<file path="config.mk">
export PLATFORM = sky130hd
export DESIGN_NAME = dbg_regfile_mirror
export DESIGN_NICKNAME = d
export VERILOG_FILES = /design/src/rtl/dbg_regfile_mirror.sv
export SDC_FILE = /design/constraint.sdc
export NUM_CORES = 2
export LEC_CHECK = 0
export BUFFER_PORTS_ARGS = -buffer_cell sky130_fd_sc_hd__buf_2
export CORE_MARGIN = 10
export CORE_UTILIZATION = 30
export CTS_CLUSTER_DIAMETER = 150
export CTS_CLUSTER_SIZE = 25
export DETAILED_ROUTE_END_ITERATION = 12
export PLACE_DENSITY = 0.44
export SYNTH_ARGS = -nofsm -noshare
export SYNTH_HDL_FRONTEND = slang
export SYNTH_SLANG_ARGS = --single-unit
</file>
<file path="constraint.sdc">
create_clock -name clk -period 18.8 [get_ports clk]
set_input_delay 1.88 -clock clk [delete_from_list [all_inputs] [get_ports clk]]
set_output_delay 1.88 -clock clk [all_outputs]
set_load 0.02 [all_outputs]
</file>
<file path="src/rtl/dbg_regfile_mirror.sv">
// dbg_regfile_mirror
// Shadows the core register file and serves a coherent 32-entry byte-lane
// view to the virtual-JTAG readout. A level-based snapshot request from the
// tck domain freezes the view while the core keeps running. Writes that land
// while the view is frozen are counted in lost_writes.
//
// state   | meaning
// --------+-----------------------------------------------------------
// LIVE    | snapshot tracks the forwarded live bank every cycle
// CAPTURE | one cycle: final copy of forwarded view, clear lost count
// HOLD    | snapshot frozen, snap_ack high, count writes (sat. at 255)
// RELEASE | one cycle: ack dropped, snapshot and lost count held

module dbg_regfile_mirror #(
  parameter int XLEN        = 32,
  parameter int SYNC_STAGES = 2
) (
  input  logic            clk,
  input  logic            rst_n,
  input  logic            wr_en,
  input  logic [4:0]      wr_addr,
  input  logic [XLEN-1:0] wr_data,
  input  logic [1:0]      byte_sel,
  input  logic            snap_req,
  output logic            snap_ack,
  output logic [7:0]      r [0:31],
  output logic [7:0]      lost_writes
);

  typedef enum logic [1:0] {
    ST_LIVE    = 2'd0,
    ST_CAPTURE = 2'd1,
    ST_HOLD    = 2'd2,
    ST_RELEASE = 2'd3
  } state_t;

  state_t                 state;
  logic [XLEN-1:0]        live_bank [0:31];
  logic [XLEN-1:0]        snap_bank [0:31];
  logic [XLEN-1:0]        fwd_bank  [0:31];
  logic [SYNC_STAGES-1:0] req_sync;
  logic                   req_s;
  logic                   wr_hit;

  // Entry 0 is hard-wired zero, so writes to it are not real writes.
  assign wr_hit = wr_en && (wr_addr != 5'd0);
  assign req_s  = req_sync[SYNC_STAGES-1];

  // Synchronize the tck-domain request; only the last stage is used.
  always_ff @(posedge clk) begin
    if (!rst_n) begin
      req_sync <= '0;
    end else begin
      req_sync <= {req_sync[SYNC_STAGES-2:0], snap_req};
    end
  end

  // Live bank follows core writeback in every FSM state.
  always_ff @(posedge clk) begin
    if (!rst_n) begin
      for (int i = 0; i < 32; i++) begin
        live_bank[i] <= '0;
      end
    end else if (wr_hit) begin
      live_bank[wr_addr] <= wr_data;
    end
  end

  // Forwarded view: a same-cycle write wins over the stale live entry.
  always_comb begin
    for (int i = 0; i < 32; i++) begin
      fwd_bank[i] = live_bank[i];
      if (wr_hit && (wr_addr == 5'(i))) begin
        fwd_bank[i] = wr_data;
      end
    end
  end

  // Snapshot FSM with registered ack, lost-write counter and snapshot bank.
  always_ff @(posedge clk) begin
    if (!rst_n) begin
      state       <= ST_LIVE;
      snap_ack    <= 1'b0;
      lost_writes <= 8'd0;
      for (int i = 0; i < 32; i++) begin
        snap_bank[i] <= '0;
      end
    end else begin
      case (state)
        ST_LIVE: begin
          snap_ack <= 1'b0;
          for (int i = 0; i < 32; i++) begin
            snap_bank[i] <= fwd_bank[i];
          end
          if (req_s) begin
            state <= ST_CAPTURE;
          end
        end
        ST_CAPTURE: begin
          for (int i = 0; i < 32; i++) begin
            snap_bank[i] <= fwd_bank[i];
          end
          lost_writes <= 8'd0;
          snap_ack    <= 1'b1;
          state       <= ST_HOLD;
        end
        ST_HOLD: begin
          if (wr_hit && (lost_writes != 8'hFF)) begin
            lost_writes <= lost_writes + 8'd1;
          end
          if (!req_s) begin
            snap_ack <= 1'b0;
            state    <= ST_RELEASE;
          end else begin
            snap_ack <= 1'b1;
          end
        end
        ST_RELEASE: begin
          snap_ack <= 1'b0;
          state    <= ST_LIVE;
        end
        default: begin
          snap_ack <= 1'b0;
          state    <= ST_LIVE;
        end
      endcase
    end
  end

  // Byte-lane select onto the readout array; entry 0 reads as zero.
  always_comb begin
    for (int i = 0; i < 32; i++) begin
      r[i] = snap_bank[i][{byte_sel, 3'b000} +: 8];
    end
  end

endmodule

</file>
# Yosys cells after proc, flatten, opt, wreduce, memory -nomap -nowiden
# Memories as Yosys holds them, arrays and structs flattened.
# Index checks and enable logic that the tools add are counted.
[classes] mux=116 shifts=32 n_eq_ne=38 reduce_logical=42 addsub=1 n_bitwise=64
[ops] operator="two-way mux 32 bit" n=97
[ops] operator="variable part select 32 x 6 -> 8 bit" n=32
[ops] operator="== test 5 bit, second input constant" n=16
[ops] operator="OR 1 bit" n=64
[ops] operator="== test 5 x 4 -> 1 bit, second input constant" n=8
[ops] operator="logical AND 1 bit" n=34
[ops] operator="OR reduction 32 bit" n=1
[ops] operator="== test 5 x 3 -> 1 bit, second input constant" n=4
[ops] operator="one-hot mux 8 bit (2 select lines)" n=1
[ops] operator="two-way mux 1 bit" n=12
[ops] operator="== test 5 x 2 -> 1 bit, second input constant" n=2
[ops] operator="adder 8 x 1 -> 8 bit, second input constant" n=1
[ops] operator="two-way mux 8 bit" n=1
[ops] operator="inequality test 8 bit, second input constant" n=1
[ops] operator="one-hot mux 2 bit (4 select lines)" n=1
[ops] operator="inequality test 2 bit, second input constant" n=3
[ops] operator="== test 5 x 1 -> 1 bit, second input constant" n=1
[ops] operator="logical NOT 5 bit" n=1
[ops] operator="two-way mux 5 bit" n=1
[ops] operator="nonzero test 5 bit" n=1
[ops] operator="== test 2 bit, second input constant" n=2
[ops] operator="two-way mux 2 bit" n=2
[ops] operator="AND reduction 2 bit" n=2
[ops] operator="one-hot mux 1 bit (3 select lines)" n=1
[ops] operator="4 further kinds" n=4
[word_totals] mem_bits_rw=2048 inputBits=43 mem_count=2 register_bits=13
[memory_table] name="live_bank" words=32 width=32 rd=32 rd_clocked_by_memory_dff=0 write_ports=32 line="38" source="logic [XLEN-1:0] live_bank [0:31];"
[memory_table] name="snap_bank" words=32 width=32 rd=32 rd_clocked_by_memory_dff=0 write_ports=32 line="39" source="logic [XLEN-1:0] snap_bank [0:31];"

# Logic depth before layout (Yosys ltp)
[logic_depth] depth_word=7 ltp_mapped=8 depth_no_buf=6

# Worst setup path after synthesis
# OpenSTA, ideal clock, no wires.
[synth_timing] path_kind="input -> register" from="input rst_n" to="memory snap_bank[3][4] (netlist: snap_bank[0][100]), enable pin" stages=5 path_buffers=4 t_required_ns=15.345 t_arrival_ns=10.715 setup_slack_ns=4.630 path_cell_list="clkbuf_1 -> clkbuf_1 -> clkbuf_1 -> buf_1 -> nand2_1"
[synth_lines] element="from (decl)" line="19" source="input logic rst_n,"
[synth_lines] element="to (decl)" line="39"

==> impl_metrics.yaml <==
outcome:
  status: "finished clean"
die:
  die_w_um: 561.0
  start_util: 0.3017
  num_rows: 198
  die_h_um: 561.0
  pin_count: 308
  die-area_mm2: 0.3148
  coreArea_mm2: 0.2911
sta:
  fmax_mhz: 148.8
  hold_viol_final: 0
  max_slew.worst_pin.slew_ns: 1.345
  finalSetupViolCount: 0
  report.final.slew_viol_count: 0
  skew_ns: 0.03839
  fin_crit_ns: 6.721
  fin_tns_setup_ns: 0
  rsz0062_at_grt: "false"
  final.period_utilization: 0.3575
  slew_headroom: 0.1022
synthesis:
  synth.area.mux_share: 0.06600
  synth.avg_cell_area_um2: 14.08
  synth-simple-area-share: 0.1285
  synth.ff_latch_count: 2061
  synth_compound_area_frac: 0.07277
  ys.flop_type: "edfxtp_1"
  ys_warn_count: 0
  ys_async_sr_fraction: 0
  yosys.area_share.adder: 0.0007124
  synth-edff-count: 2048
  yosysUniqueCellTypes: 52
  synthCells: 6237
  seq_area_frac_synth: 0.7033
  yosys.area_share.xor_xnor: 0
  synth_top_family_by_area: "simple AND/OR/NAND/NOR gates"
  syn_area_mm2: 0.08781
final_layout:
  final_nets: 6259
  layout-drive-gt1-share: 0.1409
  area_growth_pct: 9.360
  post-route-util: 0.3299
  nFillCells: 28350
cts:
  path_clk_slew_ns: 0.10
  root_buffer: "clkbuf_16"
  h-tree-depth: 3
  cts_tree: "yes"
  cts_resized: 0
  cts_setup_buffers: 0
  numCtsBuffers: 97
  clk_latency_ns: 0.88
  clk_path_buf_depth: 4
  cts_hold_buf: 0
  cts_sinks: 2061
routing:
  initialDrtViolationCount: 5504
  drc: 0
  num_vias: 51540
  ant_nets: 0
  wl_um: 289500
  avgRoutedWirePerCell_um: 28.51
  drtPass1Iterations: 5
  via_per_inst: 5.076
global_route:
  grt_pass1_vias: 50250
  grt_usage: 0.1772
  grt_pass1_wl_um: 408400
  antenna_found_initial: 59
  overflow: 0
  grt_start_max_net_pins: 186
placed_design:
  numPortBuffers: 307
  post-dp-hpwl_um: 166300
  place.gp.congestion: 0.7707
worst_setup_path:
  cp-start-kind: "primary input"
  reg2reg_slack_ns: 14.17
  worst-path-max-fanout: 58
  path_class: "in2out"
  critPathCaptureType: "primary output"
  r2r_start: "state[0]"
  crit_arrival_ns: 4.84
  startpoint: "byte_sel[0]"
  critical_path_required_ns: 16.92
power:
  peakVddDrop_mv: 0.1020
  leakage_nw: 38.54
  power_density_mw_per_mm2: 119.0
hold_path:
  hp-start: "live_bank[21][15]"
  hold_path.class: "reg2reg"
job:
  maxCapViolations: 0
registers in the layout, indices dropped and copies added, names as in the netlist:
register     count
state            2
snap_bank     1024
snap_ack         1
lost_writes      8
req_sync         2
live_bank     1024
layout by cell type, fill, tap and decap left out, types with 4 or more instances in the layout:
| cell | netlist | layout |
|---|---|---|
| edfxtp_1 | 2048 | 2048 |
| nand2_1 | 1124 | 1112 |
| and2_1 | 551 | 546 |
| a21oi_1 | 546 | 546 |
| and3_1 | 470 | 469 |
| a21o_1 | 353 | 353 |
| buf_2 | 94 | 272 |
| mux4_2 | 256 | 256 |
| buf_4 | 9 | 174 |
| clkbuf_16 | 0 | 99 |
| a22o_1 | 96 | 96 |
| nor2_1 | 64 | 37 |
| conb_1 | 1 | 32 |
| diode_2 | 0 | 21 |
| nor2_2 | 1 | 21 |
| clkbuf_1 | 490 | 17 |
| inv_1 | 17 | 13 |
| dfxtp_1 | 13 | 13 |
| nand3_1 | 10 | 10 |
| nand2_2 | 0 | 9 |
| nor2_4 | 0 | 7 |
| and2_2 | 0 | 5 |
| nand2b_1 | 5 | 5 |
| o21ai_0 | 5 | 5 |
| ha_1 | 5 | 5 |
| buf_12 | 0 | 5 |
| nand3b_1 | 4 | 4 |
| nand4b_1 | 4 | 4 |
| buf_8 | 0 | 4 |
report_power, final:
group | total, mW | internal (mW) | switching [mW]
Combinational | 2.16 | 0.662 | 1.50
Sequential | 6.79 | 6.29 | 0.496
Clock | 2.48 | 0.966 | 1.51
Total | 11.4 | 7.92 | 3.51
per-stage QoR:
step | hold WS [ns] | power [mW] | setup slack (ns) | std cells | instance area (µm²)
after detailed placement | 0.5014 | 9.113 | 11.89 | 10010 | 93370
after global routing | 0.5021 | 11.90 | 11.69 | 10140 | 95990
after floorplan | 0.4119 | 8.184 | 4.630 | 6268 | 87930
after CTS | 0.4937 | 11.60 | 11.89 | 10130 | 95970
after global placement | 0.5008 | 9.132 | 11.97 | 10010 | 93370
final | 0.5031 | 11.43 | 12.08 | 10150 | 96030
metal layers:
metal,wire (µm),up-vias,global-route usage
li1,-,22790,-
met1,130800,27080,0.2566
met2,137300,1455,0.2875
met3,14820,212,0.02049
met4,6598,0,0.03714
met5,0,-,0
synth_stat cells (all sizes together), types with 5 or more instances:
master     n  area share
dfxtp     13      0.0030
and2     552       0.039
inv       17     0.00073
mux4     256       0.066
a22o      96      0.0096
ha         5     0.00071
edfxtp  2048        0.70
a21oi    546       0.031
nor3       6     0.00051
nor2      68      0.0035
clkbuf   496       0.021
nand2b     5     0.00036
o21ai      7     0.00040
and3     470       0.033
a21o     353       0.030
buf      115      0.0066
nand3     11     0.00068
nand2   1124       0.048
cells by family (layout without fill, tap and decap cells):
kind of cell / after synthesis / after routing
AND/OR/NAND/NOR: 2265 / 2265
flip-flops: 2061 / 2061
AO/OA/AOI/OAI: 1018 / 1018
buffers and inverters: 628 / 593
multiplexers: 259 / 259
adder cells (fa/ha/maj): 5 / 5
other: 1 / 53
path summary, 6_finish.rpt:
check        cells past startpoint                end
min reg2reg                      1  snap_bank[1][175]
max reg2reg                      8   snap_bank[1][60]
min                              1  snap_bank[1][175]
max                              5             r[169]
layout make-up:
type,instances,area (µm²),share of cell area
Antenna cell,21,52.55,0.0005472
Clock buffer,116,2541,0.02646
Clock inverter,5,53.80,0.0005602
Inverter,17,65.06,0.0006775
Multi-Input combinational cell,3579,23850,0.2484
Sequential cell,2061,61760,0.6431
Tap cell,3900,4880,0.05081
Timing Repair Buffer,455,2828,0.02945
critical path, cell delays in order:
cell and delay (ns):
buf_8 0.60, buf_4 0.63, buf_4 0.77, mux4_2 0.62
buf_2 0.19
Note: power is estimated with default switching activity, not from simulation.
